===== config.mk =====
export PLATFORM = sky130hd
export DESIGN_NAME = z80_irq_ctrl_flat
export DESIGN_NICKNAME = d
export VERILOG_FILES = /design/src/rtl/z80_irq_ctrl_pkg.sv /design/src/rtl/z80_irq_ctrl_if.sv /design/src/rtl/z80_irq_ctrl_sync.sv /design/src/rtl/z80_irq_ctrl.sv /design/src/flat_wrapper.sv
export SDC_FILE = /design/constraint.sdc
export NUM_CORES = 1
export LEC_CHECK = 0
export BUFFER_PORTS_ARGS = -buffer_cell sky130_fd_sc_hd__buf_2
export CAP_MARGIN = 20
export CORE_UTILIZATION = 43
export CTS_CLUSTER_SIZE = 30
export DETAILED_ROUTE_END_ITERATION = 6
export GPL_TIMING_DRIVEN = 1
export HOLD_SLACK_MARGIN = 0.06
export PLACE_DENSITY = 0.67
export SLEW_MARGIN = 20
export SYNTH_ARGS = -nofsm -noshare
export SYNTH_HDL_FRONTEND = slang
export SYNTH_SLANG_ARGS = --single-unit

===== constraint.sdc =====
create_clock -name CLK_24MHz -period 5.9 [get_ports CLK_24MHz]
set_input_delay 0.295 -clock CLK_24MHz [delete_from_list [all_inputs] [get_ports CLK_24MHz]]
set_output_delay 0.295 -clock CLK_24MHz [all_outputs]
set_load 0.1 [all_outputs]

===== src/rtl/z80_irq_ctrl_pkg.sv =====
// Shared constants, FSM state type and helpers for the Z80 interrupt controller.
//   DEF_*_PORT : default IO addresses (A[7:0]) of the three registers
//   OP_ED/OP_4D: the two opcode bytes that form RETI
//   irq_state_e: controller FSM states
//   prio_enc   : fixed-priority encoder, index 0 wins
//   stat_word  : STAT register layout {in_svc, svc_id[1:0], 0, pend[3:0]}
package z80_irq_ctrl_pkg;
  localparam logic [7:0] DEF_VEC_PORT  = 8'h14;
  localparam logic [7:0] DEF_MASK_PORT = 8'h15;
  localparam logic [7:0] DEF_STAT_PORT = 8'h16;

  localparam logic [7:0] OP_ED = 8'hED;
  localparam logic [7:0] OP_4D = 8'h4D;

  localparam int STAT_IN_SVC = 7;
  localparam int STAT_SVC_LO = 5;
  localparam int STAT_PEND_LO = 0;

  typedef enum logic [1:0] {ST_IDLE, ST_ASSERT, ST_ACK, ST_SERVICE} irq_state_e;

  // Scan from the top down so the lowest set index is the last one written.
  function automatic logic [1:0] prio_enc(input logic [3:0] r);
    prio_enc = 2'd0;
    for (int i = 3; i >= 0; i--)
      if (r[i]) prio_enc = 2'(i);
  endfunction

  function automatic logic [7:0] stat_word(input logic in_svc, input logic [1:0] svc_id,
                                           input logic [3:0] pend);
    stat_word = '0;
    stat_word[STAT_IN_SVC] = in_svc;
    stat_word[STAT_SVC_LO +: 2] = svc_id;
    stat_word[STAT_PEND_LO +: 4] = pend;
  endfunction
endpackage


===== src/rtl/z80_irq_ctrl_if.sv =====
// Z80 bus as seen by the interrupt controller.
//   IORQ/MREQ/M1/RD/WR : raw active-low strobes from the CPU
//   A_L, D_IN          : low address byte and data bus (read side)
//   D_OUT, D_OE        : data to the CPU and its drive enable
//   INT                : Z80 /INT, active-low
// master = CPU/bus side, slave = controller.
interface z80_irq_ctrl_if;
  logic       IORQ, MREQ, M1, RD, WR;
  logic [7:0] A_L;
  logic [7:0] D_IN;
  logic [7:0] D_OUT;
  logic       D_OE;
  logic       INT;

  modport master (output IORQ, MREQ, M1, RD, WR, A_L, D_IN,
                  input  D_OUT, D_OE, INT);
  modport slave  (input  IORQ, MREQ, M1, RD, WR, A_L, D_IN,
                  output D_OUT, D_OE, INT);
endinterface


===== src/rtl/z80_irq_ctrl_sync.sv =====
// Two-flop synchroniser with a third delayed copy for edge detection.
//   clk   : sampling clock (negedge, like the memory mapper)
//   rst_n : async active-low reset, loads RST_VAL into every stage
//   din   : asynchronous inputs
//   s     : synchronised value
//   d     : s delayed by one clock (rise = s & ~d, fall = ~s & d)
module z80_irq_ctrl_sync #(
  parameter int   W       = 1,
  parameter logic RST_VAL = 1'b1
) (
  input  logic         clk,
  input  logic         rst_n,
  input  logic [W-1:0] din,
  output logic [W-1:0] s,
  output logic [W-1:0] d
);
  logic [W-1:0] s1, s2, s3;

  always_ff @(negedge clk or negedge rst_n) begin
    if (!rst_n) begin
      s1 <= {W{RST_VAL}};
      s2 <= {W{RST_VAL}};
      s3 <= {W{RST_VAL}};
    end else begin
      s1 <= din;
      s2 <= s1;
      s3 <= s2;
    end
  end

  assign s = s2;
  assign d = s3;
endmodule


===== src/rtl/z80_irq_ctrl.sv =====
// Shares the Z80 /INT line between NUM_SRC level-sensitive sources, supplies
// an IM2 vector during the acknowledge cycle and tracks service until RETI or
// an EOI write.
//   CLK_24MHz : system clock, all flops on the falling edge
//   RES       : async reset, active-low
//   IRQ       : source requests, active-high level, asynchronous
//   bus       : Z80 strobes, address, data in/out and /INT
// Registers: VEC_PORT (vector base, R/W), MASK_PORT (enable mask, R/W),
// STAT_PORT (read status, any write = EOI).
module z80_irq_ctrl
  import z80_irq_ctrl_pkg::*;
#(
  parameter int         NUM_SRC   = 4,
  parameter logic [7:0] VEC_PORT  = DEF_VEC_PORT,
  parameter logic [7:0] MASK_PORT = DEF_MASK_PORT,
  parameter logic [7:0] STAT_PORT = DEF_STAT_PORT
) (
  input  logic               CLK_24MHz,
  input  logic               RES,
  input  logic [NUM_SRC-1:0] IRQ,
  z80_irq_ctrl_if.slave      bus
);
  localparam logic [3:0] SRC_BITS = 4'((1 << NUM_SRC) - 1);

  logic [4:0] stb_s, stb_d;
  logic [NUM_SRC-1:0] irq_s, irq_d;

  z80_irq_ctrl_sync #(.W(5), .RST_VAL(1'b1)) u_stb_sync (
    .clk(CLK_24MHz), .rst_n(RES),
    .din({bus.IORQ, bus.MREQ, bus.M1, bus.RD, bus.WR}),
    .s(stb_s), .d(stb_d));

  z80_irq_ctrl_sync #(.W(NUM_SRC), .RST_VAL(1'b0)) u_irq_sync (
    .clk(CLK_24MHz), .rst_n(RES), .din(IRQ), .s(irq_s), .d(irq_d));

  logic iorq_s, mreq_s, m1_s, rd_s, wr_s;
  logic iorq_d, mreq_d, m1_d, rd_d, wr_d;
  assign {iorq_s, mreq_s, m1_s, rd_s, wr_s} = stb_s;
  assign {iorq_d, mreq_d, m1_d, rd_d, wr_d} = stb_d;

  irq_state_e state, state_nx;
  logic       int_n, int_nx, latch_id;
  logic [7:0] vec_base, opc;
  logic [3:0] mask;
  logic [1:0] svc_id;
  logic       reti_ed;
  logic [3:0] irq4, held4, req, hold;
  logic       in_svc;

  always_comb begin
    irq4  = '0;
    held4 = '0;
    irq4[NUM_SRC-1:0]  = irq_s;
    held4[NUM_SRC-1:0] = irq_s | irq_d;
  end

  assign req    = irq4 & mask;
  // A pending INT is only withdrawn once the request has read low on two
  // consecutive samples, so a single-sample dip cannot abort it.
  assign hold   = held4 & mask;
  assign in_svc = (state == ST_SERVICE);

  // Strobe events in the clock domain.
  logic iowr_fall, iorq_rise, fetch_end, ack_s, fetch_cap;
  logic wr_vec, wr_mask, eoi, reti;
  assign iowr_fall = ~(iorq_s | wr_s) & (iorq_d | wr_d);
  assign iorq_rise = iorq_s & ~iorq_d;
  assign fetch_end = rd_s & ~rd_d & ~m1_d & ~mreq_d;
  assign ack_s     = ~m1_s & ~iorq_s & mreq_s;
  // Opcode byte is grabbed while the raw fetch strobes are low; the data is
  // gone by the time the synchronised RD rising edge arrives.
  assign fetch_cap = ~bus.RD & ~bus.MREQ & ~bus.M1;

  assign wr_vec  = iowr_fall && (bus.A_L == VEC_PORT);
  assign wr_mask = iowr_fall && (bus.A_L == MASK_PORT);
  assign eoi     = iowr_fall && (bus.A_L == STAT_PORT);
  assign reti    = fetch_end && reti_ed && (opc == OP_4D);

  always_comb begin
    state_nx = state;
    int_nx   = int_n;
    latch_id = 1'b0;
    unique case (state)
      ST_IDLE:
        if (|req && !in_svc) begin state_nx = ST_ASSERT; int_nx = 1'b0; end
      ST_ASSERT:
        if (~|hold) begin
          state_nx = ST_IDLE;
          int_nx   = 1'b1;
        end else if (ack_s) begin
          state_nx = ST_ACK;
          latch_id = 1'b1;
        end
      ST_ACK:
        if (iorq_rise) begin state_nx = ST_SERVICE; int_nx = 1'b1; end
      ST_SERVICE:
        if (reti || eoi) state_nx = ST_IDLE;
      default: begin state_nx = ST_IDLE; int_nx = 1'b1; end
    endcase
  end

  always_ff @(negedge CLK_24MHz or negedge RES) begin
    if (!RES) begin
      state    <= ST_IDLE;
      int_n    <= 1'b1;
      vec_base <= 8'h00;
      mask     <= 4'h0;
      svc_id   <= 2'd0;
      reti_ed  <= 1'b0;
      opc      <= 8'h00;
    end else begin
      state <= state_nx;
      int_n <= int_nx;
      if (latch_id)  svc_id   <= prio_enc(req);
      if (wr_vec)    vec_base <= bus.D_IN;
      if (wr_mask)   mask     <= bus.D_IN[3:0] & SRC_BITS;
      if (fetch_cap) opc      <= bus.D_IN;
      if (fetch_end) reti_ed  <= (opc == OP_ED);
    end
  end

  // Bus drive is combinational from the raw pins so the vector is on D
  // before the CPU samples it; RES gates both paths for an async release.
  logic       ack_drive, rd_hit;
  logic [7:0] rd_data;
  assign ack_drive = (state == ST_ACK) & ~bus.M1 & ~bus.IORQ;

  always_comb begin
    rd_hit  = 1'b0;
    rd_data = 8'h00;
    if (RES && !bus.IORQ && !bus.RD && bus.M1) begin
      if (bus.A_L == VEC_PORT) begin
        rd_hit = 1'b1; rd_data = vec_base;
      end else if (bus.A_L == MASK_PORT) begin
        rd_hit = 1'b1; rd_data = {4'h0, mask};
      end else if (bus.A_L == STAT_PORT) begin
        rd_hit = 1'b1; rd_data = stat_word(in_svc, svc_id, req);
      end
    end
  end

  assign bus.D_OE  = RES & (ack_drive | rd_hit);
  assign bus.D_OUT = ack_drive ? {vec_base[7:3], svc_id, 1'b0} : rd_data;
  assign bus.INT   = int_n;
endmodule


===== src/flat_wrapper.sv =====
// flat-port wrapper written by rule: the top's interface ports become plain ports
module z80_irq_ctrl_flat import z80_irq_ctrl_pkg::*;
#(
  parameter int         NUM_SRC   = 4,
  parameter logic [7:0] VEC_PORT  = DEF_VEC_PORT,
  parameter logic [7:0] MASK_PORT = DEF_MASK_PORT,
  parameter logic [7:0] STAT_PORT = DEF_STAT_PORT
)
  (CLK_24MHz, RES, IRQ, bus_IORQ, bus_MREQ, bus_M1, bus_RD, bus_WR, bus_A_L, bus_D_IN, bus_D_OUT, bus_D_OE, bus_INT);
  z80_irq_ctrl_if bus_i ();
  input  logic CLK_24MHz;
  input  logic RES;
  input  logic [NUM_SRC-1:0] IRQ;
  input wire logic [$bits(bus_i.IORQ)-1:0] bus_IORQ;
  input wire logic [$bits(bus_i.MREQ)-1:0] bus_MREQ;
  input wire logic [$bits(bus_i.M1)-1:0] bus_M1;
  input wire logic [$bits(bus_i.RD)-1:0] bus_RD;
  input wire logic [$bits(bus_i.WR)-1:0] bus_WR;
  input wire logic [$bits(bus_i.A_L)-1:0] bus_A_L;
  input wire logic [$bits(bus_i.D_IN)-1:0] bus_D_IN;
  output wire logic [$bits(bus_i.D_OUT)-1:0] bus_D_OUT;
  output wire logic [$bits(bus_i.D_OE)-1:0] bus_D_OE;
  output wire logic [$bits(bus_i.INT)-1:0] bus_INT;
  assign bus_i.IORQ = bus_IORQ;
  assign bus_i.MREQ = bus_MREQ;
  assign bus_i.M1 = bus_M1;
  assign bus_i.RD = bus_RD;
  assign bus_i.WR = bus_WR;
  assign bus_i.A_L = bus_A_L;
  assign bus_i.D_IN = bus_D_IN;
  assign bus_D_OUT = bus_i.D_OUT;
  assign bus_D_OE = bus_i.D_OE;
  assign bus_INT = bus_i.INT;
  z80_irq_ctrl #(.NUM_SRC(NUM_SRC), .VEC_PORT(VEC_PORT), .MASK_PORT(MASK_PORT), .STAT_PORT(STAT_PORT)) u_core (.CLK_24MHz(CLK_24MHz), .RES(RES), .IRQ(IRQ), .bus(bus_i));
endmodule

# Yosys cells after proc, flatten, opt, wreduce, memory -nomap -nowiden
# Index checks and enable logic that the tools add are counted.
# Widths: inputs -> output; s select.
[op_classes] multipliers=0 muxes=26 magnitude_cmp=0 add_sub_neg=0 eq_ne=13 reduce_logical=19 n_div=0 bitwise=29 shifts=0
[op_table] cell="$mux 8" n=5
[op_table] cell="$eq 8x5->1 const B" n=3
[op_table] cell="$mux 2" n=9
[op_table] cell="$and 1x1->1" n=12
[op_table] cell="$not 1->1" n=11
[op_table] cell="$mux 1" n=10
[op_table] cell="$logic_and 1x1->1" n=9
[op_table] cell="$and 4x4->4" n=2
[op_table] cell="$eq 8x7->1 const B" n=1
[op_table] cell="$eq 8x8->1 const B" n=1
[op_table] cell="$pmux 2 s4" n=1
[op_table] cell="$reduce_and 4->1" n=2
[op_table] cell="$reduce_or 4->1" n=2
[op_table] cell="$eq 2x2->1 const B" n=2
[op_table] cell="$ne 2x1->1 const B" n=2
[op_table] cell="$ne 2x2->1 const B" n=2
[op_table] cell="$or 4x4->4" n=1
[op_table] cell="$logic_not 1->1" n=3
[op_table] cell="$ne 3x2->1 const B" n=1
[op_table] cell="$or 1x1->1" n=3
[op_table] cell="$pmux 1 s3" n=1
[op_table] cell="$reduce_bool 3->1" n=1
[op_table] cell="$eq 2x1->1 const B" n=1
[op_table] cell="$logic_not 2->1" n=1
[op_table] cell="$logic_or 1x1->1" n=1
[totals] out_inout_bits=10 mem_count=0 rom_bits=0 reg_bits=53 ram_bits=0 in_bits=27 latchBits=0

# Longest topological paths before layout
# Gate-level depths: netlist of the first run.
[depth] word_depth=9 depth_mapped=7

# Cells and area by module
# From an unflattened synthesis of the first run, not the netlist that was laid out.
[hier_totals] cells_unflattened=168 area_unflattened_um2=2202.1
[by_module_without_submodules] mod="z80_irq_ctrl" cells_each=140 instances=1 area_per_inst_um2=1503.9
[by_module_without_submodules] mod="z80_irq_ctrl_sync (u_core.u_stb_sync)" cells_each=16 instances=1 area_per_inst_um2=397.9
[by_module_without_submodules] mod="z80_irq_ctrl_sync (u_core.u_irq_sync)" cells_each=12 instances=1 area_per_inst_um2=300.3

==> results of run 1 <==
[worst max-delay path: cells and delay by family, from the launching register on]
family / cells / cell delay [ns]
adders and majority gates: 1 / 0.24
AOI/OAI and AO/OA: 2 / 0.27
buffers and inverters: 2 / 0.44
DFF: 1 / 0.46
and+or+nand+nor: 3 / 0.68
[sequential cells by signal, indices dropped and copies added, names as in the netlist, named ones only]
register and count:
u_core.u_stb_sync.s1 5, u_core.u_irq_sync.s1 4, u_core.reti_ed 1, u_core.u_irq_sync.d 4, u_core.u_stb_sync.s 5, u_core.u_irq_sync.s 4
u_core.mask 4, u_core.svc_id 2, u_core.state 1, u_core.opc 8, u_core.bus.INT 1, u_core.u_stb_sync.d 5
u_core.vec_base 8
[cells by family (layout without fill, tap and decap cells)]
family                   after synthesis  count (layout)
AND/OR/NAND/NOR                       54              54
flip-flops                            53              53
AO/OA/AOI/OAI                         32              32
multiplexers                          25              25
buffers and inverters                 11              68
adder cells (fa/ha/maj)                6               6
[cells in the final DEF (no fill, tap or decap), types with 2 or more instances in the layout]
| master | instances |
|---|---|
| a21o_1 | 2 |
| a21oi_1 | 10 |
| a21oi_2 | 4 |
| a221oi_1 | 2 |
| a22oi_1 | 2 |
| buf_2 | 35 |
| clkbuf_8 | 5 |
| clkinv_2 | 2 |
| dfrtn_1 | 37 |
| dfstp_2 | 16 |
| ha_1 | 6 |
| inv_1 | 23 |
| mux2_2 | 22 |
| mux2i_1 | 2 |
| nand2_1 | 11 |
| nand2b_1 | 8 |
| nand3_1 | 4 |
| nand4_1 | 3 |
| nand4b_1 | 2 |
| nor2_1 | 6 |
| nor2b_1 | 2 |
| nor3_1 | 4 |
| nor4_1 | 2 |
| o21ai_0 | 4 |
[metal layers]
metal | up-vias | track usage [%] | routed length (um)
met2 | 43 | 26.6 | 1970
li1 | 760 | - | -
met5 | - | 0 | 0
met3 | 7 | 5.09 | 223
met4 | 0 | 7.34 | 61
met1 | 768 | 24.3 | 2180
[power groups by stage]
stage          Clock [W]  Sequential (W)  Combinational [W]
6_report        0.000272        0.000423           0.000137
5_1_grt         0.000300        0.000427           0.000151
4_1_cts         0.000279        0.000424           0.000139
3_5_place_dp   0.0000177        0.000429           0.000138
3_3_place_gp   0.0000177        0.000428           0.000137
2_1_floorplan  0.0000177        0.000451          0.0000749
[how the worst max path moves through the flow]
stage	slack (ns)	start	to	cells past startpoint
floorplan	0.12	u_core.state[0]$_DFFE_NN0P_	bus_D_OUT[2]	5
global placement	0.51	u_core.state[0]$_DFFE_NN0P_	bus_D_OUT[3]	8
detailed placement	0.48	u_core.state[0]$_DFFE_NN0P_	bus_D_OUT[3]	8
CTS	0.14	u_core.state[0]$_DFFE_NN0P_	bus_D_OUT[3]	8
global route	0.08	u_core.state[0]$_DFFE_NN0P_	bus_D_OUT[3]	8
finish	0.25	u_core.state[0]$_DFFE_NN0P_	bus_D_OUT[3]	8
[layout make-up]
type / count / area [um^2]
Inverter: 7 / 26.3
Tap cell: 70 / 87.6
Sequential cell: 53 / 1350
Timing Repair Buffer: 37 / 190
Fill cell: 458 / 2380
Clock buffer: 6 / 93.8
Clock inverter: 18 / 70.1
Multi-Input combinational cell: 117 / 910
[stage by stage]
step	util [%]	cell area [um^2]	instances
after floorplan	-	2300	181
after detailed placement	50.1	2560	285
after CTS	53.3	2720	308
after global placement	50.1	2560	285
after global routing	53.3	2720	308
final	53.3	2720	308
==> key figures, run 1 <==
Run status
  – Status: completed

Min path
  – Min-delay src: u_core.u_irq_sync.s1[3]$_DFF_NN0_
  – Hold Path Stages: 0
  – Hold Crit Class: flip-flop to flip-flop
  – Hold endpoint: u_core.u_irq_sync.s[3]$_DFF_NN0_

Synth
  – Area contributors post-synth: dfrtn_1, dfstp_2, mux2_2, ha_1, a21oi_1
  – Seq cells post-synth: 53
  – Compound-Gate Fraction of Synth Area: 8.96%
  – Commonest cells post-synth: dfrtn_1, mux2_2, dfstp_2, a21oi_1, nand2_1
  – Most common cell in the synthesized netlist: dfrtn_1
  – Share of async-settable or async-resettable flops after synthesis: 100%
  – Area leader, netlist: dfrtn_1
  – Post-synthesis mux area share: 12.3%
  – Mapped Cells: 181
  – Syn avg cell area: 12.6 um^2
  – XOR/XNOR Fraction of Synth Area: 0%
  – Synth Flop Type: dfrtn_1
  – Number of flops mapped to enable cells by yosys: 0
  – Largest family of logic cells by synthesized area: simple AND/OR/NAND/NOR gates
  – Seq/Total Area, Yosys: 59.1%
  – Synthesized-area fraction occupied by adder cells: 3.30%
  – Syn. warnings: 0
  – Synth Area in Simple Gates: 14.6%
  – Yosys cell types: 41
  – Synth top area share: 40.7%
  – Syn_nets: 214
  – Post-Syn Area: 2280 um^2

Setup path
  – Worst r2r src: u_core.u_stb_sync.s[1]$_DFF_NN1_
  – Worst path cell trace: inv_1 > ha_1 > nand2b_1 > or2_2 > o31ai_1 > or3_1 > a21oi_2 > clkbuf_4
  – Setup crit start kind: flip-flop
  – CP endpoint kind: output pin
  – Slowest cell on the critical path: dfrtn_1
  – Reg2Reg Setup Slack: 3.61 ns
  – R2r worst-path depth: 5
  – Crit Path Max Fanout: 6
  – Slowest cell delay on critical path: 0.46 ns
  – Crit path kind: flip-flop to output pin
  – Critical Path AT: 5.35 ns
  – Required @ worst endpoint: 5.61 ns

Global routing
  – Vias in the first global route: 1,538
  – First-pass GRT wire length: 7230 um
  – Initial antenna violation count: 0
  – Total grt overflow: 0
  – GRT Total Usage: 17.8%
  – Largest net degree at the start of global routing: 35

Cells and area
  – Antenna diode instance count: 0
  – Share of cells above drive strength 1: 40.3%
  – Fin nets: 270
  – Area Overhead vs Synth: 19.6%

Drt
  – Initial drt markers: 74
  – ANT nets after route: 0
  – Vias per cell: 5.12
  – WL final: 4430 um
  – DR vias: 1,578
  – DRT Pass-1 Iters: 4
  – DRC Markers: 0
  – Drt wl/cell: 14.4 um

STA
  – Final Hold Fails: 0
  – RSZ-0062 raised after global routing: false
  – Final Skew: 0.0739 ns
  – Rel. slew slack: 50.7%
  – WHS: 0.296 ns
  – Setup ws final: 0.250 ns
  – Setup violators final: 0
  – Worst slew pin tran: 0.739 ns
  – Max-slew violations: 0
  – Setup TNS: 0 ns

Clocking
  – CTS clock-pin slew for the worst setup and hold paths: 0.07 ns
  – Clock sink total: 53
  – Clk buf depth: 2
  – Clock Root Buffer: clkbuf_8
  – Post-CTS setup buffers: 0
  – Cts repair resizes: 0
  – H-Tree Level Count: 2
  – Num CTS Buffers: 5
  – Clock latency at the later pin of the worst-skew pair: 0.37 ns
  – CTS tree: built
  – Cts-stage hold buffer count: 0

Power and ir drop
  – Internal power: 0.000578 W
  – Part of the power in combinational logic: 16.5%
  – Max VDD drop: 0.184 mV
  – Switch Pwr: 0.000253 W
  – Seq pwr share: 50.9%
  – Power per cell area: 305 nW/um^2
  – Sw frac: 30.4%
  – Pwr Total: 0.000831 W
  – LEAKAGE: 1.26 nW
  – Clk pwr share: 32.7%

Floorplan
  – Die W: 74.8 um
  – Die H: 74.8 um
  – I/O pin count: 37
  – Starting Density: 44.6%
  – FP Rows: 26
  – Die ar.: 5590 um^2
  – Core area: 5110 um^2

Place
  – Pre-CTS setup slack: 0.482 ns
  – GP Congestion: 0.812
  – IO Port Bufs: 36
  – Hpwl dp: 3250 um

Job
  – Max Cap Viol: 0
Note: power is estimated with default switching activity, not from simulation.
==> inputs of run 2 (changes only) <==
--- a/config.mk
+++ b/config.mk
@@ -5,6 +5,7 @@
 export SDC_FILE = /design/constraint.sdc
 export NUM_CORES = 1
 export LEC_CHECK = 0
+export ABC_AREA = 1
 export BUFFER_PORTS_ARGS = -buffer_cell sky130_fd_sc_hd__buf_2
 export CAP_MARGIN = 20
 export CORE_UTILIZATION = 43
@@ -12,7 +13,7 @@
 export DETAILED_ROUTE_END_ITERATION = 6
 export GPL_TIMING_DRIVEN = 1
 export HOLD_SLACK_MARGIN = 0.06
-export PLACE_DENSITY = 0.67
+export PLACE_DENSITY_LB_ADDON = 0.3
 export SLEW_MARGIN = 20
 export SYNTH_ARGS = -nofsm -noshare
 export SYNTH_HDL_FRONTEND = slang
==> run 2 against run 1 <==
Effect of this change: synthesized cell count up 46%; clock skew down 0.012 ns; via count up 15%; sequential power about the same; cell count up 28%; worst setup slack better by 0.050 ns; core utilization down 1.2 points; clock power about the same; global-route usage about the same; non-clock buffer count unchanged; area after synthesis up 8.5%; register-to-register slack better by 0.66 ns; critical path type unchanged.
==> key figures, run 2 <==
Run status
  – Status: completed

STA
  – Max-slew violations: 0 (unchanged)
  – Final Hold Fails: 0 (unchanged)
  – Setup violators final: 0 (unchanged)
  – RSZ-0062 raised after global routing: false
  – Worst slew pin tran: 0.664 ns (-0.0756 ns)
  – Setup TNS: 0 ns (unchanged)
  – Final Skew: 0.0621 ns (-0.0118 ns)
  – Rel. slew slack: 55.7% (+5.0 points)

Clocking
  – Post-CTS setup buffers: 0 (unchanged)
  – Num CTS Buffers: 5 (unchanged)
  – CTS clock-pin slew for the worst setup and hold paths: 0.07 ns (about the same)
  – Cts repair resizes: 0 (unchanged)
  – Clock Root Buffer: clkbuf_8
  – Clock sink total: 53 (unchanged)
  – CTS tree: built
  – H-Tree Level Count: 2 (unchanged)
  – Clk buf depth: 2 (unchanged)
  – Cts-stage hold buffer count: 0 (unchanged)
  – Clock latency at the later pin of the worst-skew pair: 0.37 ns (about the same)

Cells and area
  – Antenna diode instance count: 0 (unchanged)
  – Share of cells above drive strength 1: 30.2% (-10 points)
  – Most frequent cells in the layout: nand2_1, inv_1, dfrtn_1, buf_2, nor2_1
  – Area Overhead vs Synth: 16.3%
  – Largest registers: u_core.opc: 8 flops, u_core.vec_base: 8 flops
  – Commonest non-fill, non-tap cell in the layout: nand2_1
  – Fin nets: 353 (+31%)
  – Fillers: 513 (+12%)
  – Final Cell Area: 2870 um^2 (+5.4%)

Synth
  – Syn avg cell area: 9.32 um^2 (-26%)
  – Seq cells post-synth: 53 (unchanged)
  – Most common cell in the synthesized netlist: nand2_1
  – Syn_nets: 298 (+39%)
  – Number of flops mapped to enable cells by yosys: 0 (unchanged)
  – Area leader, netlist: dfrtn_1
  – Area contributors post-synth: dfrtn_1, dfstp_2, nand2_1, o21ai_2, inv_1
  – Post-Syn Area: 2470 um^2 (+8.5%)
  – Commonest cells post-synth: nand2_1, inv_1, dfrtn_1, nor2_1, o21ai_2
  – Syn. warnings: 0 (unchanged)
  – Yosys cell types: 30 (-27%)
  – Share of async-settable or async-resettable flops after synthesis: 100% (unchanged)
  – Synth Flop Type: dfrtn_1
  – Seq/Total Area, Yosys: 54.5% (-4.6 points)
  – Synth top area share: 37.5% (-3.2 points)
  – Mapped Cells: 265 (+46%)

Floorplan
  – Starting Density: 44.9% (+0.27 points)
  – Core area: 5510 um^2 (+7.8%)
  – Die H: 77.8 um (+4.0%)
  – FP Rows: 27 (+3.8%)
  – Die W: 77.8 um (+4.0%)
  – Die ar.: 6050 um^2 (+8.2%)
  – I/O pin count: 37 (unchanged)

Job
  – Max Cap Viol: 0 (unchanged)

Setup path
  – Required @ worst endpoint: 5.61 ns (about the same)
  – Crit Path Max Fanout: 7 (+1)
  – Critical Path AT: 5.30 ns (-0.05 ns)
  – Slowest cell delay on critical path: 0.52 ns (+0.06 ns)
  – Setup crit start kind: flip-flop
  – Crit path kind: flip-flop to output pin
  – CP dominant cell by count: inv_1
  – CP endpoint kind: output pin
  – Slowest cell on the critical path: dfrtn_1
  – Worst path cell trace: inv_1 > ha_1 > inv_1 > nor3_2 > inv_1 > nand2_1 > inv_1 > nor2_1 > a21oi_1 > buf_2

Power and ir drop
  – Max VDD drop: 0.152 mV (-17%)
  – Power per cell area: 291 nW/um^2 (-4.6%)
  – LEAKAGE: 1.56 nW (+24%)

Drt
  – WL final: 4750 um (+7.0%)
  – Drt wl/cell: 12.1 um (-16%)
  – DRT Pass-1 Iters: 4 (unchanged)
  – DR vias: 1,818 (+15%)
  – ANT nets after route: 0 (unchanged)
  – Vias per cell: 4.63 (-9.7%)
  – Initial drt markers: 59 (-20%)
  – DRC Markers: 0 (unchanged)

Global routing
  – Vias in the first global route: 1,796 (+17%)
  – GRT Total Usage: 17.8% (about the same)
  – Total grt overflow: 0 (unchanged)
  – Initial antenna violation count: 0 (unchanged)
  – Largest net degree at the start of global routing: 49 (+40%)
  – First-pass GRT wire length: 8140 um (+13%)

Min path
  – Hold Crit Class: flip-flop to flip-flop

Place
  – GP Congestion: 0.818 (+0.79%)
  – IO Port Bufs: 36 (unchanged)
  – DP Area: 2710 um^2 (+5.8%)
  – Hpwl dp: 3550 um (+9.0%)
==> run 2: layer usage <==
metal	part of all wire, %	GRT usage, %
met1	47	22.0
met2	47	29.8
met3	4.1	4.12
met4	1.2	7.17
met5	0	0
==> run 2: logic make-up after synthesis <==
group | share of synthesized area, %
compound gates | 11.8
flops | 54.5
simple gates | 22.9
fa+ha+maj | 3.04
buf+inv | 7.75
==> run 2: critical path: cells and delay by family, from the launching register on <==
kind | cells | cell delay (ns)
buf+inv | 5 | 0.93
flops | 1 | 0.52
fa+ha+maj | 1 | 0.22
simple gates | 3 | 0.20
compound gates | 1 | 0.17
==> run 2: stage by stage <==
step	hold WS, ns	utilization (%)	instances	setup WS [ns]	total power [W]
after floorplan	0.292	-	265	-0.0399	0.000548
after global placement	0.293	49.2	370	0.723	0.000583
after detailed placement	0.296	49.2	370	0.618	0.000588
after CTS	0.297	52.1	393	0.291	0.000845
after global routing	0.309	52.1	393	0.108	0.000885
final	0.295	52.1	393	0.300	0.000836
==> run 2: final timing paths <==
check	from	depth (start not counted)	slack, ns	to
max in group asynchronous	RES	2	2.38	u_core.u_stb_sync.s[0]$_DFF_NN1_
min	u_core.u_irq_sync.s1[2]$_DFF_NN0_	0	0.29	u_core.u_irq_sync.s[2]$_DFF_NN0_
min in group asynchronous	RES	1	2.81	u_core.opc[5]$_DFFE_NN0P_
max	u_core.state[0]$_DFFE_NN0P_	10	0.30	bus_D_OUT[5]
max reg2reg	u_core.state[0]$_DFFE_NN0P_	8	4.27	flip-flop
min reg2reg	u_core.u_irq_sync.s1[2]$_DFF_NN0_	0	0.29	u_core.u_irq_sync.s[2]$_DFF_NN0_
==> run 2: cell type report <==
class	count	area, um^2	area share, %
inverters	39	149	5.19
repair buffers	37	190	6.62
well taps	72	90.1	3.14
clock buffers	5	68.8	2.40
flip-flops and latches	53	1350	46.9
clock inverters	19	95.1	3.31
multi-input cells	168	932	32.5
==> run 2: report_power, final <==
| group | switching, W | internal (W) |
|---|---|---|
| combinational | 0.0000974 | 0.0000463 |
| clock | 0.000151 | 0.000120 |
| sequential | 0.0000199 | 0.000401 |
